File: src/rtl/monitor_break_unit.sv
// Breakpoint/trigger unit on the monitor control-register bus: NUM_CH comparator
// channels with ignore mask, pass count, chain-to-previous and auto-rearm.
// Ports: register bus (addr/data_in/read_en/write_en -> write_done/data_out),
//        compare input (cmp_val/cmp_strobe), sticky hit flags and stop_req pulse.
// Latency: reads, write_done, hit and stop_req all appear one cycle after the request/strobe.
module monitor_break_unit #(
  parameter int unsigned NUM_CH = 4,
  parameter int unsigned CMP_W  = 16,
  parameter int unsigned CNT_W  = 12,
  parameter logic [15:0] BASE   = 16'h0040
) (
  input  logic              clk,
  input  logic              rst_n,
  input  logic [15:0]       addr,
  input  logic [15:0]       data_in,
  input  logic              read_en,
  input  logic              write_en,
  output logic              write_done,
  output logic [15:0]       data_out,
  input  logic [CMP_W-1:0]  cmp_val,
  input  logic              cmp_strobe,
  output logic [NUM_CH-1:0] hit,
  output logic              stop_req
);

  // Window covers the channel registers plus a 4-word global group
  // (STATUS, CLEAR and two reserved words that read 0 but are acknowledged).
  localparam int unsigned WIN = 4 * NUM_CH + 4;

  logic [CMP_W-1:0] value_q [NUM_CH];
  logic [CMP_W-1:0] ign_q   [NUM_CH];
  logic [CNT_W-1:0] pass_q  [NUM_CH];
  logic [CNT_W-1:0] cnt_q   [NUM_CH];
  logic [NUM_CH-1:0] en_q, chain_q, auto_q, hit_q;

  logic [16:0] diff;
  logic [15:0] off;
  logic        in_win, wr_acc, rd_acc, clear_wr;

  // A 17-bit difference makes addresses below BASE wrap to large values,
  // so one unsigned compare handles both ends of the window.
  assign diff     = {1'b0, addr} - {1'b0, BASE};
  assign off      = diff[15:0];
  assign in_win   = diff < 17'(WIN);
  assign wr_acc   = write_en && in_win;
  assign rd_acc   = read_en && in_win;
  assign clear_wr = wr_acc && (off == 16'(4 * NUM_CH + 1));

  logic [NUM_CH:0]   prev_hit;
  logic [NUM_CH-1:0] match, wr_clr, elig, fire;
  logic [15:0]       rd_data;

  always_comb begin
    // Bit 0 is tied high so channel 0 never waits on a predecessor.
    prev_hit = {hit_q, 1'b1};
    match    = '0;
    wr_clr   = '0;
    elig     = '0;
    fire     = '0;
    for (int c = 0; c < int'(NUM_CH); c++) begin
      match[c]  = ((cmp_val ^ value_q[c]) & ~ign_q[c]) == '0;
      wr_clr[c] = wr_acc && ((off == 16'(4 * c + 2)) || (off == 16'(4 * c + 3)));
      // Registered predecessor hit only: no same-cycle cascade down the chain.
      // A non-auto channel that has hit stays disarmed until cleared.
      elig[c]   = cmp_strobe && en_q[c] && match[c]
                  && (!chain_q[c] || prev_hit[c])
                  && (!hit_q[c] || auto_q[c])
                  && !wr_clr[c] && !clear_wr;
      fire[c]   = elig[c] && (cnt_q[c] == pass_q[c]);
    end
  end

  always_comb begin
    rd_data = '0;
    for (int c = 0; c < int'(NUM_CH); c++) begin
      if (off == 16'(4 * c))     rd_data = 16'(value_q[c]);
      if (off == 16'(4 * c + 1)) rd_data = 16'(ign_q[c]);
      if (off == 16'(4 * c + 2)) rd_data = 16'(pass_q[c]);
      if (off == 16'(4 * c + 3)) rd_data = {12'(cnt_q[c]), 1'b0, auto_q[c], chain_q[c], en_q[c]};
    end
    if (off == 16'(4 * NUM_CH)) rd_data = 16'(hit_q);
  end

  always_ff @(posedge clk or negedge rst_n) begin
    if (!rst_n) begin
      write_done <= 1'b0;
      data_out   <= '0;
      stop_req   <= 1'b0;
      en_q       <= '0;
      chain_q    <= '0;
      auto_q     <= '0;
      hit_q      <= '0;
      for (int c = 0; c < int'(NUM_CH); c++) begin
        value_q[c] <= '0;
        ign_q[c]   <= '0;
        pass_q[c]  <= '0;
        cnt_q[c]   <= '0;
      end
    end else begin
      write_done <= wr_acc;
      data_out   <= rd_acc ? rd_data : 16'h0000;
      stop_req   <= |fire;
      for (int c = 0; c < int'(NUM_CH); c++) begin
        if (wr_acc && off == 16'(4 * c))     value_q[c] <= data_in[CMP_W-1:0];
        if (wr_acc && off == 16'(4 * c + 1)) ign_q[c]   <= data_in[CMP_W-1:0];
        if (wr_acc && off == 16'(4 * c + 2)) pass_q[c]  <= data_in[CNT_W-1:0];
        if (wr_acc && off == 16'(4 * c + 3)) begin
          en_q[c]    <= data_in[0];
          chain_q[c] <= data_in[1];
          auto_q[c]  <= data_in[2];
        end
        // Reconfiguration or CLEAR takes priority over a coincident strobe.
        if (wr_clr[c] || clear_wr) begin
          cnt_q[c] <= '0;
          hit_q[c] <= 1'b0;
        end else if (fire[c]) begin
          hit_q[c] <= 1'b1;
          if (auto_q[c]) cnt_q[c] <= '0;
        end else if (elig[c]) begin
          cnt_q[c] <= cnt_q[c] + 1'b1;
        end
      end
    end
  end

  assign hit = hit_q;

endmodule

File: config.mk
export PLATFORM = sky130hd
export DESIGN_NAME = monitor_break_unit
export DESIGN_NICKNAME = d
export VERILOG_FILES = /design/src/rtl/monitor_break_unit.sv
export SDC_FILE = /design/constraint.sdc
export NUM_CORES = 1
export LEC_CHECK = 0
export ABC_AREA = 0
export CAP_MARGIN = 20
export CORE_MARGIN = 1
export CORE_UTILIZATION = 37
export CTS_BUF_LIST = sky130_fd_sc_hd__clkbuf_8
export CTS_CLUSTER_DIAMETER = 30
export CTS_CLUSTER_SIZE = 14
export DETAILED_ROUTE_END_ITERATION = 8
export MAX_ROUTING_LAYER = met4
export PLACE_DENSITY_LB_ADDON = 0.05
export SLEW_MARGIN = 10
export SYNTH_ARGS = -nofsm -noshare
export SYNTH_HDL_FRONTEND = slang
export SYNTH_SLANG_ARGS = --single-unit
File: constraint.sdc
create_clock -name clk -period 3.5 [get_ports clk]
set_clock_uncertainty 0.05 [all_clocks]
set_input_delay 0.7 -clock clk [delete_from_list [all_inputs] [get_ports clk]]
set_output_delay 0.7 -clock clk [all_outputs]
set_load 0.01 [all_outputs]
==> qor.yml <==
status: "finished, final reports clean"
global_route.usage.met2_pct: 44.65
layout-drive-gt1-share_pct: 33.85
detailed_routing_iteration_count_for_the_pre_antenna_repair_pass: 6
grt_start_max_net_pins: 87
dieWidth_um: 198.5
numClockSinks: 258
globalRouteTotalUtil_pct: 31.26
placeableCoreArea_um2: 37840
routabilityCongestion: 0.9974
cp-end-kind: "flip-flop"
antenna_found_initial: 2
post-route-period-util_pct: 93.93
post_route_insts_no_fill: 2177
fmax_mhz: 304.2
post_drt_via_cell_ratio: 5.745
rrSetupSlack_ns: 0.78
max_cap_viol_count: 0
worst_ir_drop_vdd_mv: 0.2429
yosysWarnings: 0
synth_edf_count: 0
synth_seq_cells: 258
grt_setup_unrepaired: "no"
number_of_buffers_created_by_cts: 76
drtAntennaViolNets: 0
synthDistinctLibCells: 88
holdCritPathClass: "input pin to async pin"
grt_pass1_vias: 12370
cts.htree.levels: 3
placedCellCount: 2042
fp.dieH_um: 198.5
cts_tree: "built"
wl_per_cell_um: 26.88
buffers_inserted_by_post_cts_timing_repair: 0
postSynthCellCount: 1320
io_buffer_count: 74
die_area_um2: 39390
final_hold_viol_count: 0
synth_top_area_share_pct: 45.20
worstReg2RegStart: "hit[1]"
worst_setup_hold_path_clk_slew_ns: 0.05
largest_fanout_on_the_critical_path: 6
yosys_most_used_dff: "sky130_fd_sc_hd__dfrtp_1"
clock_insertion_delay_worst_skew_ns: 0.62
worst-endpoint-required_ns: 3.96
avgSynthCellArea_um2: 10.82
power.density_nw_per_um2: 426.2
timing.critical_path.from_type: "input pin"
ff2ff_path_depth: 9
period_minus_slack_ns: 3.288
tightest_slew_ns: 1.032
setup.worst_path.class: "input pin to flip-flop"
timing.critical_path.arrival_ns: 3.75
rr_endpoint: "cnt_q[23]"
max-slew-margin-rel_pct: 30.95
wl_mm: 58.51
grt_first_pass_wirelength_mm: 85.57
syn_std_cell_area_um2: 14280
initial_utilization_pct: 37.74
drt_drc_violations_left: 0
slew_viol_final: 0
clk_root_buffer_cell: "sky130_fd_sc_hd__clkbuf_8"
synthTopCellsByArea: "sky130_fd_sc_hd__dfrtp_1, sky130_fd_sc_hd__mux2_2, sky130_fd_sc_hd__xnor2_1"
synth_async_sr_flop_share_pct: 100.0
drt-initial-drc-count: 1153
num_antenna_cells: 0
ioPinCount: 75
ys_seq_area_share_pct: 45.20
synth.net_count: 1379
area_delta_synth_final_pct: 31.98
synth_top_cell_by_area: "sky130_fd_sc_hd__dfrtp_1"
final_nets: 1668
global_route.overflow_total: 0
place_hpwl_mm: 44.46
totalPowerFinal_mw: 8.035
setup-violations-final: 0
power_leakage_nw: 8.735
most_congested_layer_reported_by_global_routing: "met2"
cts_hold_repair.buffers: 0
std_cell_rows: 71
number_of_vias_after_detailed_routing: 12510
use_met1_pct: 44.61
groute.layer.met3.usage_pct: 6.036
cts_repair_resize_count: 0
clock_path_buffers: 3
[state kept, by name, summed over array words and instances, names as in the netlist]
| register | cells |
|---|---|
| write_done | 1 |
| stop_req | 1 |
| chain_q | 4 |
| pass_q | 48 |
| value_q | 64 |
| hit | 4 |
| en_q | 4 |
| auto_q | 4 |
| data_out | 16 |
| cnt_q | 48 |
| ign_q | 64 |
[report_power, final]
group          switching [mW]  leakage (nW)  internal, mW
combinational           0.271          4.25         0.158
clock                    1.66         0.911          2.96
sequential          0.0000127          3.58          2.99
total                    1.93          8.73          6.11
[area by class of cell]
| cell class | count | area, µm² |
|---|---|---|
| Clock inverter | 47 | 470.5 |
| Fill cell | 3570 | 18990 |
| Inverter | 19 | 71.32 |
| Multi-Input combinational cell | 972 | 7450 |
| Clock buffer | 88 | 1211 |
| Timing Repair Buffer | 282 | 2552 |
| Sequential cell | 258 | 6456 |
| Tap cell | 511 | 639.4 |
[worst max-delay path: stages]
cell and delay [ns]:
sky130_fd_sc_hd__clkdlybuf4s50_1 0.51, sky130_fd_sc_hd__buf_4 0.13, sky130_fd_sc_hd__ha_1 0.22, sky130_fd_sc_hd__nor4bb_2 0.23, sky130_fd_sc_hd__buf_4 0.19, sky130_fd_sc_hd__nand2_1 0.10
sky130_fd_sc_hd__nor3_1 0.40, sky130_fd_sc_hd__buf_4 0.21, sky130_fd_sc_hd__buf_4 0.15, sky130_fd_sc_hd__a2111oi_2 0.05, sky130_fd_sc_hd__a221oi_2 0.29, sky130_fd_sc_hd__a2111oi_2 0.08
sky130_fd_sc_hd__buf_4 0.15, sky130_fd_sc_hd__a2111oi_2 0.33
[synth_stat cells (4+ instances only)]
cell type / instances
sky130_fd_sc_hd__dfrtp_1: 258
sky130_fd_sc_hd__mux2_2: 182
sky130_fd_sc_hd__nor2_1: 111
sky130_fd_sc_hd__xnor2_1: 83
sky130_fd_sc_hd__nand2_1: 77
sky130_fd_sc_hd__xor2_1: 59
sky130_fd_sc_hd__o22ai_1: 48
sky130_fd_sc_hd__a21oi_1: 47
sky130_fd_sc_hd__clkbuf_1: 42
sky130_fd_sc_hd__o21ai_0: 34
sky130_fd_sc_hd__nand3_1: 33
sky130_fd_sc_hd__buf_2: 24
sky130_fd_sc_hd__nor4_1: 24
sky130_fd_sc_hd__inv_1: 17
sky130_fd_sc_hd__a22oi_1: 16
sky130_fd_sc_hd__and3_1: 16
sky130_fd_sc_hd__nand4_1: 15
sky130_fd_sc_hd__o221ai_1: 15
sky130_fd_sc_hd__nor3_1: 13
sky130_fd_sc_hd__o211ai_1: 13
sky130_fd_sc_hd__mux2_1: 12
sky130_fd_sc_hd__a221oi_1: 11
sky130_fd_sc_hd__mux2i_1: 11
sky130_fd_sc_hd__nor2b_1: 10
sky130_fd_sc_hd__o31ai_2: 9
sky130_fd_sc_hd__a211oi_1: 8
sky130_fd_sc_hd__a221o_1: 8
sky130_fd_sc_hd__and2_1: 7
sky130_fd_sc_hd__ha_1: 6
sky130_fd_sc_hd__nor2_2: 6
sky130_fd_sc_hd__a2111oi_2: 4
sky130_fd_sc_hd__a211o_1: 4
sky130_fd_sc_hd__a222oi_1: 4
sky130_fd_sc_hd__nand2b_1: 4
sky130_fd_sc_hd__nor3_2: 4
sky130_fd_sc_hd__o2111ai_1: 4
sky130_fd_sc_hd__o21ai_1: 4
[per-stage QoR]
stage,hold WS (ns),util [%],TNS [ns],worst slack (ns),cell area [µm²]
final,0.07604,49.81,0,0.2124,18850
after global routing,0.1012,49.81,0,0.04182,18850
after CTS,0.09027,49.81,0,0.2794,18850
after detailed placement,0.4560,45.37,-14.45,-0.3475,17170
after global placement,0.4442,45.37,-15.91,-0.3833,17170
after floorplan,0.3544,-,0,0.4941,14280
[layer usage]
layer | vias up | wire, µm
li1 | 5468 | -
met1 | 6433 | 27690
met2 | 511 | 25460
met3 | 94 | 3978
met4 | 0 | 1376
met5 | - | 0
[worst max-delay path by stage]
| stage | start | end | slack, ns | cells past startpoint |
|---|---|---|---|---|
| after floorplan | addr[7] | pass_q[11] | 0.49 | 10 |
| after global placement | addr[6] | data_out[1] | -0.38 | 13 |
| after detailed placement | addr[6] | data_out[1] | -0.35 | 13 |
| after CTS | addr[6] | data_out[1] | 0.28 | 13 |
| after global routing | addr[6] | data_out[6] | 0.04 | 14 |
| final | addr[6] | data_out[6] | 0.21 | 14 |
[placed cells by master (no fill, tap or decap), types with 12 or more instances in the layout]
| cell | count |
|---|---|
| sky130_fd_sc_hd__dfrtp_1 | 258 |
| sky130_fd_sc_hd__buf_4 | 188 |
| sky130_fd_sc_hd__mux2_2 | 182 |
| sky130_fd_sc_hd__nor2_1 | 111 |
| sky130_fd_sc_hd__clkbuf_8 | 88 |
| sky130_fd_sc_hd__xnor2_1 | 83 |
| sky130_fd_sc_hd__nand2_1 | 77 |
| sky130_fd_sc_hd__clkdlybuf4s50_1 | 72 |
| sky130_fd_sc_hd__xor2_1 | 59 |
| sky130_fd_sc_hd__o22ai_1 | 48 |
| sky130_fd_sc_hd__a21oi_1 | 47 |
| sky130_fd_sc_hd__o21ai_0 | 34 |
| sky130_fd_sc_hd__nand3_1 | 33 |
| sky130_fd_sc_hd__inv_1 | 32 |
| sky130_fd_sc_hd__nor4_1 | 24 |
| sky130_fd_sc_hd__buf_12 | 20 |
| sky130_fd_sc_hd__and3_1 | 16 |
| sky130_fd_sc_hd__a22oi_1 | 16 |
| sky130_fd_sc_hd__nand4_1 | 15 |
| sky130_fd_sc_hd__o221ai_1 | 15 |
| sky130_fd_sc_hd__clkinv_2 | 14 |
| sky130_fd_sc_hd__nor3_1 | 13 |
| sky130_fd_sc_hd__o211ai_1 | 13 |
| sky130_fd_sc_hd__mux2_1 | 12 |
[logic make-up after synthesis]
logic type | count (synthesis) | share of synthesized area (%)
and+or+nand+nor | 357 | 13.05
AOI/OAI and AO/OA | 259 | 13.29
DFF | 258 | 45.20
muxes | 208 | 16.54
xor gates and xnor gates | 142 | 8.708
buffers and inverters | 90 | 2.681
adders and majority gates | 6 | 0.5256
No activity file was read; power rests on OpenSTA's default activity.
